## src/rtl/adc_frame_pkg.sv

```systemverilog
// Shared types and helpers for the LTC ADC frame aligner behind the ISERDES receiver.
package adc_frame_pkg;

    typedef enum logic [2:0] {
        IDLE,
        CHECK,
        SLIP,
        WAIT,
        LOCKED
    } state_t;

    localparam logic [7:0] DEFAULT_FRAME_PATTERN = 8'hF0;

    // Lane A carries the odd sample bits, lane B the even ones.
    function automatic logic [15:0] interleave(input logic [7:0] a, input logic [7:0] b);
        logic [15:0] r;
        r = '0;
        for (int k = 0; k < 8; k++) begin
            r[2*k+1] = a[k];
            r[2*k]   = b[k];
        end
        return r;
    endfunction

endpackage

```

## src/rtl/adc_frame_aligner.sv

```systemverilog
// Bitslips the ISERDES until the frame word matches, tracks lock, and re-interleaves
// the two DDR lanes into 16-bit samples.
module adc_frame_aligner
    import adc_frame_pkg::*;
#(
    parameter logic [7:0] FRAME_PATTERN = DEFAULT_FRAME_PATTERN,
    parameter int         SLIP_WAIT     = 16,
    parameter int         MATCH_COUNT   = 64,
    parameter int         LOSS_COUNT    = 4,
    parameter int         MAX_SLIPS     = 8
) (
    input  logic        sample_clk,
    input  logic        reset,
    input  logic        enable,
    input  logic [7:0]  frame_word,
    input  logic [7:0]  data_a,
    input  logic [7:0]  data_b,
    output logic        bitslip,
    output logic        locked,
    output logic        align_err,
    output logic [3:0]  slip_count,
    output logic [15:0] sample_out,
    output logic        sample_valid
);

    localparam int MW = $clog2(MATCH_COUNT + 1);
    localparam int LW = $clog2(LOSS_COUNT + 1);
    localparam int WW = $clog2(SLIP_WAIT + 1);
    localparam int RW = $clog2(MAX_SLIPS + 1);

    localparam logic [MW-1:0] MATCH_LAST = MW'(MATCH_COUNT - 1);
    localparam logic [LW-1:0] LOSS_LAST  = LW'(LOSS_COUNT - 1);
    localparam logic [WW-1:0] WAIT_LAST  = WW'(SLIP_WAIT - 1);
    localparam logic [RW-1:0] ROT_LAST   = RW'(MAX_SLIPS - 1);

    state_t        state;
    logic [MW-1:0] match_cnt;
    logic [LW-1:0] loss_cnt;
    logic [WW-1:0] wait_cnt;
    logic [RW-1:0] rot_cnt;
    logic          match;

    assign match = (frame_word == FRAME_PATTERN);

    always_ff @(posedge sample_clk or posedge reset) begin
        if (reset) begin
            state        <= IDLE;
            match_cnt    <= '0;
            loss_cnt     <= '0;
            wait_cnt     <= '0;
            rot_cnt      <= '0;
            bitslip      <= 1'b0;
            locked       <= 1'b0;
            align_err    <= 1'b0;
            slip_count   <= '0;
            sample_out   <= '0;
            sample_valid <= 1'b0;
        end else begin
            sample_valid <= enable & locked;
            if (enable) begin
                sample_out <= interleave(data_a, data_b);
            end
            // NOTE: default-low here makes bitslip a one-cycle pulse; only SLIP raises it.
            bitslip <= 1'b0;

            if (!enable) begin
                state      <= IDLE;
                match_cnt  <= '0;
                loss_cnt   <= '0;
                wait_cnt   <= '0;
                rot_cnt    <= '0;
                locked     <= 1'b0;
                align_err  <= 1'b0;
                slip_count <= '0;
            end else begin
                case (state)
                    IDLE: begin
                        state <= CHECK;
                    end
                    CHECK: begin
                        if (match) begin
                            rot_cnt <= '0;
                            if (match_cnt == MATCH_LAST) begin
                                state    <= LOCKED;
                                locked   <= 1'b1;
                                loss_cnt <= '0;
                            end else begin
                                match_cnt <= match_cnt + MW'(1);
                            end
                        end else begin
                            match_cnt <= '0;
                            state     <= SLIP;
                        end
                    end
                    SLIP: begin
                        bitslip  <= 1'b1;
                        wait_cnt <= '0;
                        state    <= WAIT;
                        if (slip_count != 4'hF) begin
                            slip_count <= slip_count + 4'd1;
                        end
                        // A full rotation without any match means the pattern can never align.
                        if (rot_cnt == ROT_LAST) begin
                            align_err <= 1'b1;
                            rot_cnt   <= '0;
                        end else begin
                            rot_cnt <= rot_cnt + RW'(1);
                        end
                    end
                    WAIT: begin
                        if (wait_cnt == WAIT_LAST) begin
                            state <= CHECK;
                        end else begin
                            wait_cnt <= wait_cnt + WW'(1);
                        end
                    end
                    LOCKED: begin
                        if (match) begin
                            loss_cnt <= '0;
                            rot_cnt  <= '0;
                        end else if (loss_cnt == LOSS_LAST) begin
                            locked    <= 1'b0;
                            match_cnt <= '0;
                            loss_cnt  <= '0;
                            state     <= SLIP;
                        end else begin
                            loss_cnt <= loss_cnt + LW'(1);
                        end
                    end
                    default: begin
                        state <= IDLE;
                    end
                endcase
            end
        end
    end

endmodule

```

## config.mk

```make
export PLATFORM = sky130hd
export DESIGN_NAME = adc_frame_aligner
export DESIGN_NICKNAME = d
export VERILOG_FILES = /design/src/rtl/adc_frame_pkg.sv /design/src/rtl/adc_frame_aligner.sv
export SDC_FILE = /design/constraint.sdc
export NUM_CORES = 1
export LEC_CHECK = 0
export ABC_AREA = 1
export CAP_MARGIN = 10
export CORE_ASPECT_RATIO = 0.6
export CORE_MARGIN = 2
export CORE_UTILIZATION = 40
export CTS_BUF_LIST = sky130_fd_sc_hd__clkbuf_8
export DETAILED_ROUTE_END_ITERATION = 8
export GPL_TIMING_DRIVEN = 0
export PLACE_DENSITY = 0.75
export SYNTH_ARGS = -nofsm -noshare
export SYNTH_HDL_FRONTEND = slang
export SYNTH_SLANG_ARGS = --single-unit
export TNS_END_PERCENT = 1
```

## constraint.sdc

```tcl
create_clock -name sample_clk -period 2.3 [get_ports sample_clk]
set_input_delay 0.345 -clock sample_clk [delete_from_list [all_inputs] [get_ports sample_clk]]
set_output_delay 0.345 -clock sample_clk [all_outputs]
set_load 0.03 [all_outputs]
```

**After elaboration in Yosys (flattened, before gate mapping)**

Cells that the tools add are included.

- Bits in registers: 46
- Input port bits: 27

- Bitwise gates (word level): 1
- Add/subtract/negate cells: 5
- Muxes and demuxes: 40
- Eq/ne operators: 25
- Reductions and logical operators: 10

Operators by type and width:

| operator | number |
|---|---|
| 2-to-1 mux 7 bit | 5 |
| 2-to-1 mux 3 bit | 11 |
| 2-to-1 mux 4 bit | 6 |
| != test 3 bit, second input constant | 6 |
| case mux 3 bit (5 select lines) | 1 |
| case mux 7 bit (2 select lines) | 1 |
| != test 4 bit, second input constant | 3 |
| 2-to-1 mux 1 bit | 10 |
| 2-to-1 mux 5 bit | 2 |
| case mux 5 bit (2 select lines) | 1 |
| equality test 3 x 2 -> 1 bit, second input constant | 3 |
| adder 4 x 1 -> 4 bit, second input constant | 2 |
| equality test 8 bit, second input constant | 1 |
| case mux 4 bit (2 select lines) | 1 |
| AND reduction 2 bit | 4 |
| AND reduction 4 bit | 2 |
| adder 7 x 1 -> 7 bit, second input constant | 1 |
| equality test 7 x 6 -> 1 bit, second input constant | 1 |
| != test 2 x 1 -> 1 bit, second input constant | 3 |
| != test 3 x 1 -> 1 bit, second input constant | 2 |
| != test 3 x 2 -> 1 bit, second input constant | 2 |
| case mux 3 bit (2 select lines) | 1 |
| adder 5 x 1 -> 5 bit, second input constant | 1 |
| equality test 5 x 4 -> 1 bit, second input constant | 1 |
| 10 further kinds | 10 |

**Depth between registers and ports, before layout**

Gate-level depths: netlist of run 1.

- Depth after elaboration: 5
- Gate-level depth with buffers: 10
- Mapped depth without buffers: 10

**Least setup slack after synthesis of run 1**

Ideal clock, no wire load.

- Path kind: register to register
- Start point: register wait_cnt[0]
- End point: register wait_cnt[2]
- Arrival time: 1.312 ns
- Path slack: 0.910 ns
- Buffers on the path: 0
- Data required time: 2.223 ns
- Stages on the path, launching flop included: 10
- Clock period less this slack: 1.390 ns
- Cells stage by stage: dfrtp_1 > ha_1 > nand2_1 > nor2_1 > ha_1 > inv_1 > nand3_1 > nand3_1 > a21oi_1 > a21oi_1

- Cells in the longest elaborated chain, start to end: 4
- Elaborated cells between the ends (all ways): 7
- Classes of those cells: add/sub: 1; eq/ne: 2; mux: 3; reduce/logical: 1

RTL lines:

| what | line | RTL |
|---|---|---|
| start: declaration | adc_frame_aligner.sv:39 | `logic [WW-1:0] wait_cnt;` |
| start signal: assignment | adc_frame_aligner.sv:114 | `wait_cnt <= wait_cnt + WW'(1);` |
| adder 5 x 1 -> 5 bit | adc_frame_aligner.sv:114 |  |
| 2-to-1 mux 5 bit | adc_frame_aligner.sv:111 | `if (wait_cnt == WAIT_LAST) begin` |
| case mux 5 bit (2 select lines) | adc_frame_aligner.sv:76 | `case (state)` |
| 2-to-1 mux 5 bit | adc_frame_aligner.sv:66 | `if (!enable) begin` |

Parallel ways exist; a longest one is shown, timed or not. The select of a mux whose other input is x is not followed.
A chain may end at the register's enable or synchronous reset.

**Worst setup path in the final report of run 1**

- Start point: register slip_count[1]
- End point: output port slip_count[1]

RTL lines:

| what | line | RTL |
|---|---|---|
| start: declaration | adc_frame_aligner.sv:21 | `output logic [3:0] slip_count,` |
| start signal: assignment | adc_frame_aligner.sv:100 | `slip_count <= slip_count + 4'd1;` |

No word-level cell between the ends.

==> impl_metrics.json, run 1 <==
{
  "cp_top_family": "buffers and inverters",
  "timing.rr.end": "wait_cnt[2]",
  "cap_violations": 0,
  "r2r_start": "wait_cnt[0]",
  "vias": 2139,
  "total_power_uw": 2050,
  "crit_chain": "clkdlybuf4s50_1",
  "cts_hold_buf": 0,
  "drt-vias-per-instance": 4.81,
  "h-tree-depth": 2,
  "status": "complete, no violations",
  "powerDensity_nw_per_um2": 665,
  "grt-ovfl-total": 0,
  "multi_input_area_um2": 1030,
  "post-route-period-util": 0.763,
  "postPlaceCellArea_um2": 2960,
  "dr.pass1.iters": 4,
  "grt_util_all_layers": 0.180,
  "ys_top_cells_by_count": "nand2_1 (110), dfrtp_1 (46), nand3_1 (32)",
  "critical_path.max_fanout": 4,
  "critPathKind": "reg2out",
  "drcViolationCount": 0,
  "hp-class": "in2async",
  "wirelength_um": 5320,
  "netlist_instances": 306,
  "n_fill_cell": 548,
  "cts_sinks": 46,
  "slowest_stage": "clkdlybuf4s50_1",
  "worst_pin_slew_ns": 0.516,
  "clk_pin_slew_ns": 0.09,
  "leakagePower_uw": 0.00152,
  "end_kind": "primary output",
  "max_stage_delay_ns": 0.71,
  "vdd_drop_max_mv": 0.285,
  "antenna_found_initial": 0,
  "diodes": 0,
  "ios": 51,
  "hold_viol": 0,
  "maxSlewViolCount": 0,
  "numCtsBuffers": 5,
  "gp_congestion": 0.874,
  "drive_gt1_frac": 0.0740,
  "syn-mean-instance-area_um2": 7.66,
  "syn_to_final_growth_pct": 31.3,
  "setup_viol": 0,
  "slew_headroom": 0.656,
  "fmax_mhz": 570,
  "antenna_left": 0,
  "synth-async-reset-ratio": 1.00,
  "r2r_slack_ns": 0.73,
  "grt_pass1_vias": 2072,
  "fp.dieW_um": 103,
  "synth_edf_count": 0,
  "core_region_area_um2": 5620,
  "initial_core_util": 0.417,
  "insertion_delay_ns": 0.30,
  "fin_nets": 397,
  "grt_max_degree": 37,
  "crit_arrival_ns": 1.41,
  "synthFlopType": "dfrtp_1",
  "clockBufferDepth": 2,
  "synth_nets": 339,
  "synth-seq-cells": 46,
  "finalInstanceArea_um2": 3080,
  "skew_ns": 0.00737,
  "yosysWarnings": 0,
  "critical_path.n_buffers_inverters": 1,
  "fp.dieH_um": 63.3,
  "synth.distinct_cells": 28,
  "synth_top_area_frac": 0.491,
  "reg2reg_depth": 9,
  "synthTopCellsByArea": "dfrtp_1 (49%), nand2_1 (18%), nand3_1 (6.8%)",
  "grt_pass1_wl_um": 9310,
  "cts_resized": 0,
  "io_buffers": 50,
  "die_area_um2": 6510,
  "cts_setup_buffers": 0,
  "rsz0062_at_grt": "false",
  "yosysTopAreaCell": "dfrtp_1",
  "netlist_area_um2": 2340,
  "ys_seq_area_frac": 0.491,
  "ff_latch_area_um2": 1150,
  "first_iter_violations": 127,
  "dp_hpwl_um": 3940,
  "worstPathRequired_ns": 1.96,
  "fin_crit_ns": 1.75,
  "wl_per_cell_um": 11.9,
  "cts-root-buf": "clkbuf_8",
  "core.rowCount": 21,
  "yosysMostFrequentCell": "nand2_1",
  "fin_setup_tns_ns": 0,
  "start_kind": "flop",
  "cts_tree": "built"
}
-- final cells by class --
cell class	instances	area share
Inverter	34	0.0415
Clock inverter	3	0.0142
Timing Repair Buffer	51	0.169
Buffer	7	0.0122
Tap cell	80	0.0325
Multi-Input combinational cell	219	0.334
Clock buffer	5	0.0224
Sequential cell	46	0.374
-- cell families (layout without fill, tap and decap cells) --
| family | after synthesis | in the layout | share of synthesized area |
|---|---|---|---|
| buffers and inverters | 41 | 100 | 0.0705 |
| AND/OR/NAND/NOR | 185 | 185 | 0.336 |
| adder cells (fa/ha/maj) | 6 | 6 | 0.0320 |
| AO/OA/AOI/OAI | 26 | 26 | 0.0630 |
| XOR/XNOR | 2 | 2 | 0.00748 |
| flip-flops | 46 | 46 | 0.491 |
-- how the worst max path moves through the flow --
stage                        startpoint       endpoint  cells after the start
after floorplan                   reset      align_err                      1
after global placement            reset        bitslip                      2
after detailed placement         enable   match_cnt[0]                      6
after CTS                 slip_count[1]  slip_count[1]                      1
after global routing      slip_count[1]  slip_count[1]                      1
final                     slip_count[1]  slip_count[1]                      1
-- layer usage --
metal	share of wire	global-route usage	vias to the layer above
met4	0.0068	0.0362	0
met5	0	0	-
li1	-	-	1090
met1	0.49	0.261	971
met3	0.085	0.0522	6
met2	0.42	0.270	72
-- registers in the layout (all words and copies together) (netlist names) --
register	cells
slip_count	4
wait_cnt	5
bitslip	1
loss_cnt	3
sample_out	16
locked	1
rot_cnt	4
sample_valid	1
match_cnt	7
state	3
align_err	1
-- through the flow --
| stage | std cells | hold WS [ns] | setup slack (ns) | util |
|---|---|---|---|---|
| finish | 445 | 0.286 | 0.546 | 0.547 |
| global route | 445 | 0.315 | 0.495 | 0.547 |
| CTS | 445 | 0.298 | 0.547 | 0.547 |
| detailed placement | 437 | 0.458 | 0.436 | 0.527 |
| global placement | 436 | 0.454 | -0.0759 | 0.524 |
| floorplan | 306 | 0.446 | 0.867 | - |
-- power by group --
| group | switching, µW | internal [µW] |
|---|---|---|
| clock network | 301 | 326 |
| logic | 296 | 193 |
| registers | 53.6 | 876 |
-- layout by cell type (no fill, tap or decap), types with 2 or more instances in the layout --
cell type	instances
nand2_1	110
clkdlybuf4s50_1	50
dfrtp_1	46
nand3_1	32
inv_1	29
nor2_1	28
a21oi_1	10
o21ai_0	7
ha_1	6
inv_2	5
clkbuf_8	5
nand4_1	4
nand3_2	3
buf_2	3
buf_4	2
nor2_2	2
clkbuf_1	2
nor3_1	2
o21ai_1	2
xor2_1	2
o22ai_1	2
(Power assumes the default switching activity.)
==> run 2, diff against run 1 <==
PLACE_DENSITY = 0.78   (was 0.75)
clock period = 1.5 ns   (was 2.3 ns; I/O delays follow)
==> run 2 against run 1 <==
  * Final area up 3.0%
  * Sequential power rose by 54%
  * Die area unchanged
  * Setup slack worse by 0.52 ns
  * Critical path type is now reg2reg
==> impl_metrics.json, run 2 (synthesized netlist as in run 1, its figures left out) <==
{
  "clk_pin_slew_ns": 0.10,
  "fmax_mhz": 677,
  "syn_to_final_growth_pct": 35.2,
  "fp.dieW_um": 103,
  "die_area_um2": 6510,
  "antenna_left": 0,
  "p_int_uw": 1940,
  "regMostFlops": "sample_out",
  "critical_path.max_fanout": 4,
  "ff_latch_area_um2": 1150,
  "r2r_slack_ns": 0.02,
  "swShare": 0.347,
  "wl_per_cell_um": 12.8,
  "powerDensity_nw_per_um2": 938,
  "worstPathRequired_ns": 1.74,
  "top_layer": "met4",
  "post-route-period-util": 0.984,
  "fp.dieH_um": 63.3,
  "io_buffers": 50,
  "clkPwrFrac": 0.263,
  "power.share.sequential": 0.481,
  "layout_commonest_cell": "nand2_1",
  "ios": 51,
  "hp-class": "in2async",
  "dp_hpwl_um": 4100,
  "grt_max_degree": 27,
  "cts_sinks": 46,
  "cts-root-buf": "clkbuf_8",
  "wirelength_um": 5730,
  "n_fill_cell": 554,
  "vias": 2188,
  "r2r_start": "wait_cnt[0]",
  "cp-startpoint": "wait_cnt[0]",
  "cap_violations": 0,
  "diodes": 0,
  "grt_pass1_wl_um": 9180,
  "status": "complete, no violations",
  "fin_nets": 400,
  "maxSlewViolCount": 0,
  "first_iter_violations": 106,
  "reg_top3": "sample_out x16, match_cnt x7, wait_cnt x5",
  "grt-ovfl-total": 0,
  "clockBufferDepth": 2,
  "start_kind": "flop",
  "slew_headroom": 0.690,
  "comb_power_share": 0.256,
  "insertion_delay_ns": 0.31,
  "multi_input_area_um2": 1140,
  "fin_hold_ws_ns": 0.242,
  "hold_viol": 0,
  "initial_core_util": 0.417,
  "cp-endpoint": "state[1]",
  "route.met3.wl_um": 374,
  "setup_viol": 0,
  "worst_slack_ns": 0.0236,
  "wl_met2_um": 2430,
  "h-tree-depth": 2,
  "drive_gt1_frac": 0.168,
  "rsz0062_at_grt": "true",
  "worst_pin_slew_ns": 0.464,
  "cts_tree": "built",
  "cts_hold_buf": 0,
  "drcViolationCount": 0,
  "crit_arrival_ns": 1.72,
  "final_cell_mix": "nand2_1 (104), dfrtp_1 (43), nand3_1 (25), clkdlybuf4s50_1 (25), dlygate4sd2_1 (24)",
  "fin_crit_ns": 1.48,
  "grt_pass1_vias": 2030,
  "largest_register_ffs": 16,
  "core_region_area_um2": 5620,
  "core.rowCount": 21,
  "antenna_found_initial": 0,
  "grt_util_all_layers": 0.181,
  "gp_congestion": 0.900,
  "leakagePower_uw": 0.00161,
  "wl_met1_um": 2870,
  "reg2reg_depth": 10,
  "total_power_uw": 2970,
  "drt-vias-per-instance": 4.88,
  "critPathKind": "reg2reg",
  "dr.pass1.iters": 4,
  "p_sw_uw": 1030,
  "numCtsBuffers": 5,
  "skew_ns": 0.00842,
  "vdd_drop_max_mv": 0.411,
  "timing.rr.end": "state[1]",
  "end_kind": "flop",
  "dpl_worst_slack_ns": -0.280
}
==> run 2: changes by cell type in the layout (fill, tap and decap cells not counted), moves of 6 or more <==
cell             delta
dlygate4sd2_1      +24
nor2_1              -6
inv_1               -6
nand3_1             -7
nand2_2             +6
inv_2               +6
clkdlybuf4s50_1    -25
nand2_1             -6
==> run 2: per-stage QoR <==
stage               std cells  utilization  cell area (µm²)  TNS (ns)
floorplan                 306            -             2340         0
global placement          436        0.524             2940    -39.87
detailed placement        437        0.527             2960     -5.96
CTS                       445        0.545             3070  -0.00803
global route              448        0.563             3170    -0.220
finish                    448        0.563             3170         0
==> run 2: critical path, cell delays in order (launching register included) <==
cell and delay, ns:
dfrtp_1 0.39, ha_2 0.20, nand2_2 0.07, nor2_2 0.09, ha_1 0.16, inv_2 0.05, nand2_2 0.10, inv_2 0.07
nor2_2 0.13, nand3_1 0.10, nand2_1 0.06
==> run 2: cell type report <==
type                            count  area share
Multi-Input combinational cell    219       0.359
Sequential cell                    46       0.365
Timing Repair Buffer               54       0.163
Clock buffer                        5      0.0217
Clock inverter                      3     0.00671
Inverter                           34      0.0403
Tap cell                           80      0.0316
Buffer                              7      0.0130
==> run 2: power by group through the flow <==
| stage | logic [µW] | clock network [µW] | registers (µW) |
|---|---|---|---|
| finish | 762 | 781 | 1430 |
| global route | 839 | 854 | 1450 |
| CTS | 725 | 801 | 1420 |
| detailed placement | 753 | 0 | 1450 |
| global placement | 731 | 0 | 1440 |
| floorplan | 318 | 0 | 1570 |
==> run 2: timing repair <==
action / 4_1_cts / 5_1_grt
buffers inserted: 0 / 3
resized for setup: 32 / 33
pin swaps: 0 / 4
endpoints found under the setup margin: 38 / 22
==> run 2: layer usage <==
metal / vias to the layer above / global-route usage
li1: 1100 / -
met1: 1005 / 0.263
met2: 74 / 0.272
met3: 9 / 0.0433
met4: 0 / 0.0477
met5: - / 0
==> run 2: worst min path at each step <==
stage,endpoint,slack [ns],cells after the start
after detailed placement,sample_out[14],0.46,2
after global placement,sample_out[14],0.45,2
after CTS,match_cnt[1],0.26,2
after global routing,sample_out[3],0.28,2
after floorplan,sample_out[15],0.34,2
final,slip_count[2],0.24,2
==> run 3, diff against run 2 <==
CAP_MARGIN = 15   (was 10)
==> results of run 3 <==
No change in the layout: final DEF, timing and power equal those of run 2.
